<file path="src/rtl/iram_isa_pkg.sv">
`default_nettype none
// ============================================================================
// Module  : iram_isa_pkg
// Brief   : Opcode constants and classification helpers for the instruction RAM ISA.
// Revision: 1.0 - initial release
// ============================================================================
package iram_isa_pkg;

    localparam int unsigned OPC_W = 16;

    localparam logic [OPC_W-1:0] OP_LDAC  = 16'd5;
    localparam logic [OPC_W-1:0] OP_STAC  = 16'd7;
    localparam logic [OPC_W-1:0] OP_LDA   = 16'd9;
    localparam logic [OPC_W-1:0] OP_LDB   = 16'd14;
    localparam logic [OPC_W-1:0] OP_LDC   = 16'd19;
    localparam logic [OPC_W-1:0] OP_STC   = 16'd24;
    localparam logic [OPC_W-1:0] OP_MVACR = 16'd29;
    localparam logic [OPC_W-1:0] OP_MVACC = 16'd30;
    localparam logic [OPC_W-1:0] OP_MVA   = 16'd31;
    localparam logic [OPC_W-1:0] OP_MVB   = 16'd32;
    localparam logic [OPC_W-1:0] OP_MVC   = 16'd33;
    localparam logic [OPC_W-1:0] OP_INAC  = 16'd34;
    localparam logic [OPC_W-1:0] OP_CLAC  = 16'd35;
    localparam logic [OPC_W-1:0] OP_ADD   = 16'd36;
    localparam logic [OPC_W-1:0] OP_SUB   = 16'd38;
    localparam logic [OPC_W-1:0] OP_MUL   = 16'd40;
    localparam logic [OPC_W-1:0] OP_DIV   = 16'd42;
    localparam logic [OPC_W-1:0] OP_MOD   = 16'd44;
    localparam logic [OPC_W-1:0] OP_JUMP  = 16'd46;
    localparam logic [OPC_W-1:0] OP_JPNZ  = 16'd48;
    localparam logic [OPC_W-1:0] OP_NOP   = 16'd50;
    localparam logic [OPC_W-1:0] OP_ENDOP = 16'd51;

    typedef enum logic [2:0] {
        S_IDLE     = 3'd0,
        S_OP_ADDR  = 3'd1,
        S_OP_DATA  = 3'd2,
        S_ARG_ADDR = 3'd3,
        S_ARG_DATA = 3'd4,
        S_ISSUE    = 3'd5,
        S_BR_WAIT  = 3'd6,
        S_HALT     = 3'd7
    } fetch_state_e;

    function automatic logic has_operand(input logic [OPC_W-1:0] op);
        return op inside {OP_LDAC, OP_STAC, OP_LDA, OP_LDB, OP_LDC, OP_STC,
                          OP_JUMP, OP_JPNZ};
    endfunction

    function automatic logic is_legal(input logic [OPC_W-1:0] op);
        return has_operand(op) ||
               (op inside {OP_MVACR, OP_MVACC, OP_MVA, OP_MVB, OP_MVC, OP_INAC,
                           OP_CLAC, OP_ADD, OP_SUB, OP_MUL, OP_DIV, OP_MOD,
                           OP_NOP, OP_ENDOP});
    endfunction

endpackage
`default_nettype wire

</file>
<file path="src/rtl/isa_decode.sv">
`default_nettype none
// ============================================================================
// Module  : isa_decode
// Brief   : Combinational opcode classification used by the fetch FSM.
// Revision: 1.0 - initial release
// ============================================================================
module isa_decode
    import iram_isa_pkg::*;
(
    input  logic [OPC_W-1:0] opcode_i,
    output logic             has_operand_o,
    output logic             is_legal_o,
    output logic             is_jump_o,
    output logic             is_jpnz_o,
    output logic             is_end_o
);

    always_comb begin
        has_operand_o = has_operand(opcode_i);
        is_legal_o    = is_legal(opcode_i);
        is_jump_o     = (opcode_i == OP_JUMP);
        is_jpnz_o     = (opcode_i == OP_JPNZ);
        is_end_o      = (opcode_i == OP_ENDOP);
    end

endmodule
`default_nettype wire

</file>
<file path="src/rtl/ifetch_unit.sv">
`default_nettype none
// ============================================================================
// Module  : ifetch_unit
// Brief   : Instruction fetch stage: drives IRAM, assembles opcode/operand,
//           issues over valid/ready, redirects on JUMP/JPNZ, stops on ENDOP.
// Revision: 1.0 - initial release
// ============================================================================
module ifetch_unit
    import iram_isa_pkg::*;
#(
    parameter logic [15:0] RESET_PC = 16'd0
) (
    input  logic        clk,
    input  logic        rst_n,
    input  logic        start,
    output logic [15:0] iram_addr,
    input  logic [15:0] iram_data,
    output logic        instr_valid,
    input  logic        instr_ready,
    output logic [15:0] instr_opcode,
    output logic [15:0] instr_operand,
    output logic [15:0] instr_pc,
    input  logic        branch_valid,
    input  logic        branch_taken,
    output logic        halted,
    output logic        illegal
);

    fetch_state_e state_q, state_d;
    logic [15:0]  pc_q, pc_d;
    logic [15:0]  opcode_q, opcode_d;
    logic [15:0]  operand_q, operand_d;
    logic [15:0]  ipc_q, ipc_d;
    logic         halted_q, halted_d;
    logic         illegal_q, illegal_d;

    logic [15:0]  dec_opcode;
    logic         dec_has_operand;
    logic         dec_is_legal;
    logic         dec_is_jump;
    logic         dec_is_jpnz;
    logic         dec_is_end;

    // Freshly read RAM word is classified in OP_DATA; the held opcode otherwise.
    assign dec_opcode = (state_q == S_OP_DATA) ? iram_data : opcode_q;

    isa_decode u_isa_decode (
        .opcode_i      (dec_opcode),
        .has_operand_o (dec_has_operand),
        .is_legal_o    (dec_is_legal),
        .is_jump_o     (dec_is_jump),
        .is_jpnz_o     (dec_is_jpnz),
        .is_end_o      (dec_is_end)
    );

    always_ff @(posedge clk or negedge rst_n) begin
        if (!rst_n) begin
            state_q   <= S_IDLE;
            pc_q      <= RESET_PC;
            opcode_q  <= 16'd0;
            operand_q <= 16'd0;
            ipc_q     <= 16'd0;
            halted_q  <= 1'b0;
            illegal_q <= 1'b0;
        end else begin
            state_q   <= state_d;
            pc_q      <= pc_d;
            opcode_q  <= opcode_d;
            operand_q <= operand_d;
            ipc_q     <= ipc_d;
            halted_q  <= halted_d;
            illegal_q <= illegal_d;
        end
    end

    always_comb begin
        state_d   = state_q;
        pc_d      = pc_q;
        opcode_d  = opcode_q;
        operand_d = operand_q;
        ipc_d     = ipc_q;
        halted_d  = halted_q;
        illegal_d = illegal_q;

        unique case (state_q)
            S_IDLE, S_HALT: begin
                if (start) begin
                    pc_d      = RESET_PC;
                    halted_d  = 1'b0;
                    illegal_d = 1'b0;
                    state_d   = S_OP_ADDR;
                end
            end
            S_OP_ADDR: begin
                state_d = S_OP_DATA;
            end
            S_OP_DATA: begin
                opcode_d = iram_data;
                ipc_d    = pc_q;
                pc_d     = pc_q + 16'd1;
                if (!dec_is_legal) begin
                    illegal_d = 1'b1;
                    halted_d  = 1'b1;
                    state_d   = S_HALT;
                end else if (dec_has_operand) begin
                    state_d = S_ARG_ADDR;
                end else begin
                    operand_d = 16'd0;
                    state_d   = S_ISSUE;
                end
            end
            S_ARG_ADDR: begin
                state_d = S_ARG_DATA;
            end
            S_ARG_DATA: begin
                operand_d = iram_data;
                pc_d      = pc_q + 16'd1;
                state_d   = S_ISSUE;
            end
            S_ISSUE: begin
                if (instr_ready) begin
                    if (dec_is_end) begin
                        halted_d = 1'b1;
                        state_d  = S_HALT;
                    end else if (dec_is_jump) begin
                        pc_d    = operand_q;
                        state_d = S_OP_ADDR;
                    end else if (dec_is_jpnz) begin
                        state_d = S_BR_WAIT;
                    end else begin
                        state_d = S_OP_ADDR;
                    end
                end
            end
            S_BR_WAIT: begin
                // Not-taken falls through: pc already points past the operand.
                if (branch_valid) begin
                    if (branch_taken) begin
                        pc_d = operand_q;
                    end
                    state_d = S_OP_ADDR;
                end
            end
            default: begin
                state_d = S_IDLE;
            end
        endcase
    end

    assign iram_addr     = pc_q;
    assign instr_valid   = (state_q == S_ISSUE);
    assign instr_opcode  = opcode_q;
    assign instr_operand = operand_q;
    assign instr_pc      = ipc_q;
    assign halted        = halted_q;
    assign illegal       = illegal_q;

endmodule
`default_nettype wire

</file>
<file path="config.mk">
export PLATFORM = sky130hd
export DESIGN_NAME = ifetch_unit
export DESIGN_NICKNAME = d
export VERILOG_FILES = /design/src/rtl/iram_isa_pkg.sv /design/src/rtl/isa_decode.sv /design/src/rtl/ifetch_unit.sv
export SDC_FILE = /design/constraint.sdc
export NUM_CORES = 1
export LEC_CHECK = 0
export ABC_CLOCK_PERIOD_IN_PS = 2600
export CORE_ASPECT_RATIO = 0.5
export CORE_UTILIZATION = 47
export CTS_BUF_LIST = sky130_fd_sc_hd__clkbuf_8
export CTS_CLUSTER_DIAMETER = 80
export DETAILED_ROUTE_END_ITERATION = 12
export PLACE_DENSITY = 0.82
export SLEW_MARGIN = 5
export SYNTH_ARGS = -nofsm -noshare
export SYNTH_HDL_FRONTEND = slang
export SYNTH_SLANG_ARGS = --single-unit
</file>
<file path="constraint.sdc">
create_clock -name clk -period 2.6 [get_ports clk]
set_input_delay 0.26 -clock clk [delete_from_list [all_inputs] [get_ports clk]]
set_output_delay 0.26 -clock clk [all_outputs]
set_load 0.01 [all_outputs]
</file>
Word level (Yosys, flattened, before mapping):

Index checks and enable logic that the tools add are counted.

* add/subtract/negate cells: 1
* equality and inequality tests: 39
* muxes and demuxes: 26
* reductions and logical operators: 15

Operator list (count)
* $eq 16x6->1 const B: 13
* $mux 16: 9
* $eq 16x5->1 const B: 5
* $pmux 16 s4: 1
* $eq 16x3->1 const B: 2
* $eq 16x4->1 const B: 2
* $pmux 16 s2: 1
* $mux 3: 8
* $pmux 3 s7: 1
* $add 16x1->16 const B: 1
* $ne 2x2->1 const B: 7
* $reduce_bool 14->1: 1
* $eq 3x3->1 const B: 4
* $reduce_and 3->1: 3
* $reduce_bool 8->1: 1
* $reduce_and 7->1: 1
* $eq 3x2->1 const B: 2
* $ne 2x1->1 const B: 3
* $reduce_and 5->1: 1
* $mux 1: 4
* $reduce_bool 2->1: 2
* $reduce_bool 4->1: 1
* $reduce_or 2->1: 2
* $eq 3x1->1 const B: 1
* 5 further kinds: 5

* register bits after elaboration: 69
* input bits: 22
* output and inout bits: 67
* logic and storage cells: 88

Logic depth before layout (Yosys ltp):

* depth after elaboration: 8
* depth in mapped cells: 9
* gate-level depth less buffers: 7

Cells and area by module:

From an unflattened synthesis, not the netlist that was laid out.

* cells, all modules: 325
* area total of the unflattened synthesis: 3614.7 um^2

By module, submodules not included
* ifetch_unit: times used 1, cells an instance 284, area each 3352.0 um^2, sequential area each 1726.7 um^2
* isa_decode: times used 1, cells an instance 41, area each 262.8 um^2, sequential area each 0.0 um^2

Worst setup path before layout:

Ideal clock, no wire load.

* kind: reg-to-reg
* start point: register state_q[0]
* end point: register pc_q[10], in the netlist iram_addr[10]
* library setup time: 0.121 ns
* arrival time: 2.280 ns
* data required time: 2.479 ns
* slack: 0.200 ns
* stages on the path, launching flop included: 10
* buffers on the path: 3
* clock period less this slack: 2.400 ns
* cells stage by stage: dfrtp_1 > buf_6 > or3b_1 > buf_6 > mux2_4 > a2111oi_2 > o221a_2 > buf_6 > o21ai_1 > a22o_1

* word-level cells in the longest chain between the ends: 5
* elaborated cells on any way between the ends: 20
* those cells by class: 13 x eq/ne; 2 x mux; 5 x reduce/logical

Ends and longest elaborated chain
* start: declaration: line ifetch_unit.sv:29 `fetch_state_e state_q, state_d;`
* start signal: assignment: line ifetch_unit.sv:66 `state_q <= state_d;`
* $eq 3x2->1: line ifetch_unit.sv:45, ifetch_unit.sv:85
* $mux 16
* $eq 16x6->1, on equally long branches: line isa_decode.sv:23, isa_decode.sv:21
* $ne 2x2->1 (no source line) / $ne 2x1->1 (equally long branches)
* $reduce_and 7->1 (no source line)
* end signal: assignment: line ifetch_unit.sv:67 `pc_q <= pc_d;`
* end: declaration: line ifetch_unit.sv:30 `logic [15:0] pc_q, pc_d;`

Parallel ways exist; a longest one is shown, timed or not.
A chain may end at the register's enable or synchronous reset.

Final worst setup path:

* start point: register state_q[1]
* end point: register state_q[0]

* word-level cells in the longest chain between the ends: 8
* elaborated cells on any way between the ends: 45
* those cells by class: 32 x eq/ne; 7 x mux; 6 x reduce/logical

Ends and longest elaborated chain
* $eq 3x2->1: line ifetch_unit.sv:45, ifetch_unit.sv:85
* $mux 16
* $eq 16x6->1: line iram_isa_pkg.sv:46, isa_decode.sv:22
* $mux 3: line ifetch_unit.sv:128 `end else if (dec_is_jpnz) begin`
* $mux 3: line ifetch_unit.sv:125 `end else if (dec_is_jump) begin`
* $mux 3: line ifetch_unit.sv:122 `if (dec_is_end) begin`
* $mux 3: line ifetch_unit.sv:121 `if (instr_ready) begin`
* $pmux 3 s7: line ifetch_unit.sv:85 `unique case (state_q)`

Parallel ways exist; a longest one is shown, timed or not. The select of a mux whose other input is x is not followed.

==> metrics.txt <==
DRC=0; Root Driver=clkbuf_8; Pwr per Cell Area=between 1000 and 1500 mW/mm^2; antenna cells=0; Post-Synth Simple-Gate Area=0.2526; pre-CTS WS=-0.09353 ns; mux cell area share after synthesis=0.02068; Worst Slack Setup Final=0.09363 ns; Syn Inst Count=~440; WHS Path Cells=2; CP Depth=8; Tcrit/Tclk final=0.9640; Skew-Pair Late Insertion Delay=between 0.3 and 0.4 ns; total power=0.005996 W; Syn Area/Cell=8.443 um^2; largest net degree at the start of global routing=38; Worst slew margin=0.4967; CTS sink cnt=between 60 and 70; I/O Buffers=88; Core Region=about 0.0075 mm^2; Area after DPL=around 0.0048 mm^2; number of global-route vias before repair=about 3500; total grt overflow=0; Yosys reg bits=69; number of cells on the worst reg-to-reg path=8; slowest cell on the critical path=a222oi_1; HPWL Detailed=between 7 and 8 mm; Tmin final=around 2.5 ns; final RePlAce weighted congestion=0.9147; Core Util, Final=0.6788; Clock power frac=0.146; Worst path top cell family by delay=simple AND/OR/NAND/NOR gates; Worst EP arrival=around 2.7 ns; Nets=about 570; Switch Pwr=0.002486 W; most frequent cells in the layout=nand2_1, clkdlybuf4s50_1, dfrtp_1, a21oi_1, buf_4; Worst-Margin Slew=0.7550 ns; CP max FO=16; commonest non-fill, non-tap cell in the layout=nand2_1; CTS tree=yes; sequential share of power=0.329; endpoints failing setup=0; switching share of power=0.4146; Post-Layout Inst Area=approximately 0.0051 mm^2; FMAX=approximately 0.40 GHz; post-route insts no fill=around 650; H-Tree Depth=3; Distinct cells, synth=55; GRT Util Overall=0.2726; Hold Vio Cnt, Final=0; post-synthesis compound-gate area fraction=0.2065; Req. time, crit path=around 2.8 ns; Wirelength per Cell=around 16 um; Worst VDD drop=between 0.5 and 0.6 mV; standard-cell rows=22; CP cell instances=or3b_4 -> buf_6 -> nand4_1 -> a222oi_1 -> buf_4 -> nand2_1 -> nor4b_1 -> o32ai_1; Internal=roughly 0.0035 W; Syn. warnings=0; Min-Delay Path Class=reg -> reg; CTS Buf Count=9; dpl cells=635; Most used DFF post-synth=dfrtp_1; area delta synth->final=37.23%; combinational group share of total power=0.525; share of flip-flops with an asynchronous set or reset=1.000; die height=around 65 um; sequential share of the synthesized area=0.4680; Post-DRT Antenna Nets=0; leak pwr=between 2 and 2.5 nW; drt initial violations=299; cell area after synthesis=0.003690 mm^2; adder-cell share of the synthesized area=0.003391; die area=0.008230 mm^2; largest family of logic cells by synthesized area=simple AND/OR/NAND/NOR gates; Worst Skew=around 0.01 ns; first-pass GRT wire length=around 18 mm; post-synthesis net count=460; vias=roughly 3700; Max clock buf depth=2; initial antenna violation count=0; Final Slew Violations=0; vias per cell=approximately 5.7; Startpoint Class=flop; buffers plus inverters on the worst setup path=2; clock slew at reported path FFs=0.08 ns; Post-synth EDFFs=0; die width=127.3 um; total wire length=around 10 mm; io pins=roughly 90; Initial Utilization=0.4946; Post-Synth XOR/XNOR Area=0; largest stage delay on the critical path=just over 0.5 ns; Max Cap Viol=0; status=complete, no violations; share of cells above drive strength 1=0.1026; Crit. End Element=flop; Pre-Repair DR Iteration Count=5; kind of critical path=reg -> reg
==> worst register-to-register path: cells and delay by family (launching register included) <==
family / cells / cell delay (ns)
buffers and inverters: 2 / 0.40
AND/OR/NAND/NOR: 4 / 0.93
flip-flops: 1 / 0.38
AO/OA/AOI/OAI: 2 / 0.66
==> power by group through the flow <==
stage	clock [W]	sequential [W]	combinational (W)
3_5_place_dp	0	0.00197	0.00308
6_report	0.000878	0.00197	0.00315
5_1_grt	0.000936	0.00203	0.00342
2_1_floorplan	0	0.00207	0.00156
4_1_cts	0.000878	0.00196	0.00311
3_3_place_gp	0	0.00197	0.00301
==> synth_stat cells, types with 2 or more instances <==
master	instances	share of area
o221ai_1	2	0.0047
o22ai_1	4	0.0068
nor2_1	22	0.022
nor2b_1	3	0.0051
o31ai_1	6	0.012
clkbuf_1	18	0.018
a221oi_1	2	0.0047
o21ai_1	5	0.0068
a32o_1	3	0.0081
nor3_1	2	0.0027
buf_4	3	0.0061
nand4_1	3	0.0051
nand2b_1	4	0.0068
mux2i_1	5	0.014
nand4b_1	2	0.0047
nand2_1	148	0.15
a22o_1	16	0.038
buf_6	4	0.012
nor4_1	5	0.0085
dfrtp_1	69	0.47
a21oi_1	28	0.038
a22oi_1	5	0.010
inv_1	12	0.012
o41ai_1	5	0.012
a211o_1	2	0.0047
o21ai_0	19	0.026
nand3b_1	2	0.0041
and3_1	2	0.0034
or2_2	2	0.0034
nand3_1	9	0.012
==> routing by layer <==
| layer | wire length (um) | GRT usage | vias to the layer above |
|---|---|---|---|
| met2 | 4762 | 0.4194 | 145 |
| met3 | 664 | 0.06606 | 8 |
| met5 | 0 | 0 | - |
| met1 | 4955 | 0.3852 | 1812 |
| met4 | 97 | 0.07292 | 0 |
| li1 | - | - | 1745 |
==> area by class of cell <==
class | instances | area (um^2)
clock buffer | 10 | 137.6
clock inverter | 5 | 53.80
fill | 588 | 2396
inverter | 12 | 45.04
multi-input combinational | 331 | 1800
sequential | 69 | 1727
tap | 108 | 135.1
timing repair buffer | 119 | 1165
==> logic make-up after synthesis <==
group | Yosys count
mux | 7
flops | 69
compound gates | 110
fa+ha+maj | 1
buf+inv | 37
simple gates | 213
==> repair_timing <==
action	4_1_cts	5_1_grt
endpoints found under the setup margin	3	34
pin swaps	2	2
hold buffers	1	0
endpoints found under the hold margin	32	0
setup buffers	1	2
resized for setup	1	3
==> metrics by stage <==
stage | setup TNS (ns) | hold WS (ns)
after floorplan | 0 | -0.03559
after global placement | 0 | 0.3625
after detailed placement | -0.7908 | 0.3714
after CTS | 0 | 0.4801
after global routing | -0.02099 | 0.5054
final | 0 | 0.4811
==> worst paths after layout <==
path                       slack (ns)          endpoint   startpoint
max                              0.09        state_q[0]   state_q[1]
max in group asynchronous        1.41  instr_operand[1]        rst_n
min                              0.48       instr_pc[7]  instr_pc[7]
max reg2reg                      0.09        state_q[0]   state_q[1]
min in group asynchronous        0.52   instr_opcode[7]        rst_n
min reg2reg                      0.48       instr_pc[7]  instr_pc[7]
==> flip-flops by register name, indices dropped and copies added, names as in the netlist <==
name and cells:
state_q 3, illegal 1, iram_addr 16, halted 1
instr_pc 16, instr_opcode 16, instr_operand 16
No activity file was read; power rests on OpenSTA's default activity.
